### src/rtl/ysyx_22050243_pkg.sv
// Shared definitions for the ysyx_22050243 core front end.
// Contents: the default reset PC, the fetch FSM state encoding, the nop
// used as the idle instruction word, the RV64I major-opcode constants and
// a word-alignment helper.
package ysyx_22050243_pkg;

  localparam logic [63:0] RESET_PC = 64'h8000_0000;
  localparam logic [31:0] NOP_INST = 32'h0000_0013;  // addi x0, x0, 0

  typedef enum logic [1:0] {
    IDLE = 2'd0,
    REQ  = 2'd1,
    WAIT = 2'd2,
    HOLD = 2'd3
  } fetch_state_e;

  localparam logic [6:0] OPC_LUI      = 7'b0110111;
  localparam logic [6:0] OPC_AUIPC    = 7'b0010111;
  localparam logic [6:0] OPC_JAL      = 7'b1101111;
  localparam logic [6:0] OPC_JALR     = 7'b1100111;
  localparam logic [6:0] OPC_BRANCH   = 7'b1100011;
  localparam logic [6:0] OPC_LOAD     = 7'b0000011;
  localparam logic [6:0] OPC_STORE    = 7'b0100011;
  localparam logic [6:0] OPC_OP_IMM   = 7'b0010011;
  localparam logic [6:0] OPC_OP       = 7'b0110011;
  localparam logic [6:0] OPC_OP_IMM32 = 7'b0011011;
  localparam logic [6:0] OPC_OP_32    = 7'b0111011;
  localparam logic [6:0] OPC_SYSTEM   = 7'b1110011;

  // Instructions are 32-bit aligned; the low two address bits are dropped.
  function automatic logic [63:0] align4(input logic [63:0] a);
    return {a[63:2], 2'b00};
  endfunction

endpackage

### src/rtl/ysyx_22050243_pc_reg.sv
// Fetch PC register.
// Ports:
//   clk, rst        clock, async active-high reset (loads RESET_PC)
//   advance         step to the next sequential instruction (pc + 4)
//   redirect_valid  load redirect_pc instead; wins over advance
//   redirect_pc     new target, low two bits dropped
//   pc              current fetch address, always word aligned
module ysyx_22050243_pc_reg #(
  parameter logic [63:0] RESET_PC = ysyx_22050243_pkg::RESET_PC
) (
  input  logic        clk,
  input  logic        rst,
  input  logic        advance,
  input  logic        redirect_valid,
  input  logic [63:0] redirect_pc,
  output logic [63:0] pc
);
  import ysyx_22050243_pkg::*;

  // pc + 4 wraps naturally at 2^64.
  always_ff @(posedge clk or posedge rst) begin
    if (rst)                 pc <= align4(RESET_PC);
    else if (redirect_valid) pc <= align4(redirect_pc);
    else if (advance)        pc <= pc + 64'd4;
  end

endmodule

### src/rtl/ysyx_22050243_ifu.sv
// Instruction fetch unit: one outstanding request at a time, a single
// instruction holding register toward decode, and redirect handling that
// discards any response belonging to a superseded fetch.
// Ports:
//   clk, rst                          clock, async active-high reset
//   imem_req_valid/ready/addr         fetch request handshake
//   imem_resp_valid/data              returned instruction (only used in WAIT)
//   redirect_valid/redirect_pc        new PC from the branch/jump unit
//   id_valid/id_ready                 decode handshake
//   id_inst/id_pc/id_opcode/id_funct3 held instruction, its PC and decode slices
module ysyx_22050243_ifu #(
  parameter logic [63:0] RESET_PC = ysyx_22050243_pkg::RESET_PC
) (
  input  logic        clk,
  input  logic        rst,
  output logic        imem_req_valid,
  input  logic        imem_req_ready,
  output logic [63:0] imem_req_addr,
  input  logic        imem_resp_valid,
  input  logic [31:0] imem_resp_data,
  input  logic        redirect_valid,
  input  logic [63:0] redirect_pc,
  output logic        id_valid,
  input  logic        id_ready,
  output logic [31:0] id_inst,
  output logic [63:0] id_pc,
  output logic [6:0]  id_opcode,
  output logic [2:0]  id_funct3
);
  import ysyx_22050243_pkg::*;

  fetch_state_e state, state_nxt;
  logic         kill, kill_nxt;
  logic         capture;
  logic         advance;
  logic [63:0]  pc;

  ysyx_22050243_pc_reg #(.RESET_PC(RESET_PC)) u_pc_reg (
    .clk            (clk),
    .rst            (rst),
    .advance        (advance),
    .redirect_valid (redirect_valid),
    .redirect_pc    (redirect_pc),
    .pc             (pc)
  );

  // Redirect priority over pc+4 lives in the pc register.
  assign advance = (state == HOLD) && id_ready;

  always_comb begin
    state_nxt = state;
    kill_nxt  = kill;
    capture   = 1'b0;
    unique case (state)
      IDLE: state_nxt = REQ;
      REQ: begin
        if (imem_req_ready) begin
          state_nxt = WAIT;
          // Request went out with the old pc; its response must be dropped.
          kill_nxt  = redirect_valid;
        end
      end
      WAIT: begin
        if (imem_resp_valid) begin
          state_nxt = REQ;
          kill_nxt  = 1'b0;
          if (!kill && !redirect_valid) begin
            capture   = 1'b1;
            state_nxt = HOLD;
          end
        end else if (redirect_valid) begin
          kill_nxt = 1'b1;
        end
      end
      HOLD: begin
        if (id_ready || redirect_valid) state_nxt = REQ;
      end
      default: state_nxt = IDLE;
    endcase
  end

  always_ff @(posedge clk or posedge rst) begin
    if (rst) begin
      state   <= IDLE;
      kill    <= 1'b0;
      id_inst <= NOP_INST;
      id_pc   <= 64'h0;
    end else begin
      state <= state_nxt;
      kill  <= kill_nxt;
      if (capture) begin
        id_inst <= imem_resp_data;
        id_pc   <= pc;
      end
    end
  end

  assign imem_req_valid = (state == REQ);
  assign imem_req_addr  = pc;
  assign id_valid       = (state == HOLD);
  assign id_opcode      = id_inst[6:0];
  assign id_funct3      = id_inst[14:12];

endmodule

### config.mk
export PLATFORM = sky130hd
export DESIGN_NAME = ysyx_22050243_ifu
export DESIGN_NICKNAME = d
export VERILOG_FILES = /design/src/rtl/ysyx_22050243_pkg.sv /design/src/rtl/ysyx_22050243_pc_reg.sv /design/src/rtl/ysyx_22050243_ifu.sv
export SDC_FILE = /design/constraint.sdc
export NUM_CORES = 1
export LEC_CHECK = 0
export BUFFER_PORTS_ARGS = -buffer_cell sky130_fd_sc_hd__buf_2
export CAP_MARGIN = 20
export CORE_MARGIN = 2
export CORE_UTILIZATION = 40
export DETAILED_ROUTE_END_ITERATION = 6
export PLACE_DENSITY = 0.69
export SLEW_MARGIN = 20
export SYNTH_ARGS = -nofsm -noshare
export SYNTH_HDL_FRONTEND = slang
export SYNTH_SLANG_ARGS = --single-unit
### constraint.sdc
create_clock -name clk -period 4.2 [get_ports clk]
set_input_delay 0 -clock clk [delete_from_list [all_inputs] [get_ports clk]]
set_output_delay 0 -clock clk [all_outputs]
set_load 0.02 [all_outputs]
==> out/metrics.csv <==
metric,value,unit
status,"finished, final reports clean",
GRT overflow,0,
non-filler cells in the finished layout,1271,
Synth-to-Final Area Change,41.2,%
Worst-path clk slew,70,ps
DRC,0,
Crit Path Max Fanout,11,
final hold vios,0,
Worst Hold Margin,44.6,ps
post-route antenna net violation count,0,
core footprint,18600,um^2
"Seq/Total Area, Yosys",53.0,%
H-Tree Depth,4,
"Req. time, crit path",4510,ps
max cap viols,0,
num rows,50,
initial antenna violation count,0,
Layout Skew,8.76,ps
"Data arrival, critical path",3210,ps
Tot GR Track Use,21.0,%
pre-CTS setup slack,1310,ps
Cells after Synth,674,
Ports,274,
Final Slew Violations,0,
Clk Tree Root Cell,clkbuf_16,
synthesized area,7520,um^2
Synth Area per Inst,11.2,um^2
CTS tree,done,
fraction of registers with async set/reset,100,%
cell leakage power,0.00499,uW
# diodes,0,
crit start category,flop,
Hold Crit Class,input pin to flop,
synth warn,0,
PwrDens,565,nW/um^2
CTS max path bufs,2,
1st-pass router iterations,5,
Most Crowded Layer GR,met2,
largest net degree at the start of global routing,84,
post-CTS resize count,0,
Seq cells post-synth,159,
first-pass GRT wire length,33.6,mm
average wire per standard cell,16.3,um
met2 usage,36.1,%
setup TNS,0,ps
drt total wl,20.7,mm
fmax,345,MHz
die area,19900,um^2
GRT met1 Usage,27.0,%
Slowest cell on crit path,or4_4,
Inst Count DP,1135,
clock sinks,159,
total CTS buffers,17,
"commonest non-fill, non-tap cell in the layout",buf_2,
period utilisation layout,69.1,%
chip width,141,um
dominant cells by area after synthesis,"dfrtp_1 (52%), mux2_2 (14%), nand2_1 (3.7%), o21ai_0 (3.1%), xnor2_1 (2.9%)",
"setup slack, reg-to-reg",1300,ps
met3 usage,4.14,%
port buffer count,267,
number of synthesized flops with an enable pin,0,
number of fill cells,1612,
fin util,57.1,%
Post-CTS Setup Repair Bufs,0,
Slew @ Worst Pin,1010,ps
share of post-route cells with drive strength above 1,40.2,%
"area leader, netlist",dfrtp_1,
Slowest Stage Delay on Critical Path,660,ps
worst path cell trace,ha_1 > nand3_2 > or4_4 > nor4_1 > xnor2_1 > o21ai_0 > dlygate4sd3_1,
nets,1131,
initial DRC count,314,
most frequent cells in the layout,"buf_2 (266), dfrtp_1 (155), dlygate4sd3_1 (104), mux2_2 (96), nand2_1 (74)",
Worst setup EP type,flop,
Crit Path Class,flop to flop,
DR vias/cell,5.13,
DP HPWL,13.7,mm
Period minus WS final,2900,ps
effective utilization at floorplan,40.5,%
top cell type's share of synthesized area,51.6,%
Storage cell area,3980,um^2
Clock Latency Late Sink,430,ps
via count,6525,
GP Congestion,0.731,
Multi-input gate area,3240,um^2
Peak VDD IR,339,uV
final setup vio count,0,
DIE HEIGHT,141,um
number of library cell types mapped by synthesis,54,
Main synth FF type,dfrtp_1,
RSZ-0062 raised after global routing,false,
slew margin rel.,32.2,%
number of global-route vias before repair,6565,
Final WS setup,1300,ps
-- power breakdown --
part           leakage, uW  internal, uW  switching [uW]
clock network     0.000282           897             712
registers          0.00197          2020             316
logic              0.00273           870            1180
-- final cells by class --
type / instances / area share (%)
clock buffer: 17 / 4.01
clock inverter: 15 / 1.64
sequential: 159 / 37.5
multi-input combinational: 454 / 30.5
timing repair buffer: 378 / 23.0
inverter: 14 / 0.530
tap: 234 / 2.76
-- cell usage after synthesis (all sizes together) (4+ instances only) --
cell / instances
inv: 13
buf: 24
and4: 12
and3: 8
a21oi: 4
nand3: 24
nand4: 21
nor4: 19
xnor2: 25
nor3: 9
o211ai: 4
nor2: 22
o21ai: 47
and2: 4
or4: 12
o31ai: 4
or3: 8
ha: 5
xor2: 14
nand2: 74
dfrtp: 155
clkbuf: 26
a31oi: 14
dfstp: 4
mux2: 96
-- metal layers --
metal  part of all wire, %  wire, um  vias to the layer above
met5                     0         0                        -
met2                    50     10400                      205
met4                   1.3       259                        0
met3                   5.1      1050                       19
met1                    43      8940                     3187
li1                      -         -                     3114
-- flip-flops by register name (all words and copies together) (netlist names) --
signal and flops:
state 2, u_pc_reg.pc 62, id_inst 32, kill 1, id_pc 62
-- per-stage QoR --
step                instance area, um^2  total power [uW]
floorplan                          7530              3650
global placement                   8980              4270
detailed placement                 8980              4330
CTS                               10600              6040
global route                      10600              6310
finish                            10600              6000
-- kinds of logic (layout without fill, tap and decap cells) --
family,count (synthesis),count (layout),share of synthesized area (%)
other cells,1,4,0.0499
mux,98,98,14.6
flops,159,159,53.0
buf+inv,64,424,4.14
simple gates,224,224,16.2
compound gates,84,84,6.57
xor+xnor,39,39,4.54
fa+ha+maj,5,5,0.832
-- final timing paths --
check | startpoint | end | cells past startpoint
hold / removal | id_ready | u_pc_reg.pc[4]$_DFFE_PP0N_ | 4
setup reg to reg | state[0]$_DFFE_PP0P_ | u_pc_reg.pc[43]$_DFFE_PP0N_ | 7
max in group asynchronous | rst | u_pc_reg.pc[22]$_DFFE_PP0N_ | 4
hold reg to reg | id_pc[28]$_DFFE_PP0P_ | id_pc[28]$_DFFE_PP0P_ | 1
min in group asynchronous | rst | id_inst[13]$_DFFE_PP0P_ | 3
setup / recovery | state[0]$_DFFE_PP0P_ | u_pc_reg.pc[43]$_DFFE_PP0N_ | 7
-- timing repair --
action	in CTS	in global routing
endpoints found under the hold margin	113	0
endpoints found under the setup margin	0	0
hold buffers	104	0
-- critical path: cells and delay by family, from the launching register on --
| family | cells | cell delay, ps |
|---|---|---|
| buf+inv | 1 | 570 |
| simple gates | 3 | 1270 |
| fa+ha+maj | 1 | 290 |
| xor+xnor | 1 | 160 |
| flops | 1 | 410 |
| compound gates | 1 | 80 |
Note: power is estimated with default switching activity, not from simulation.
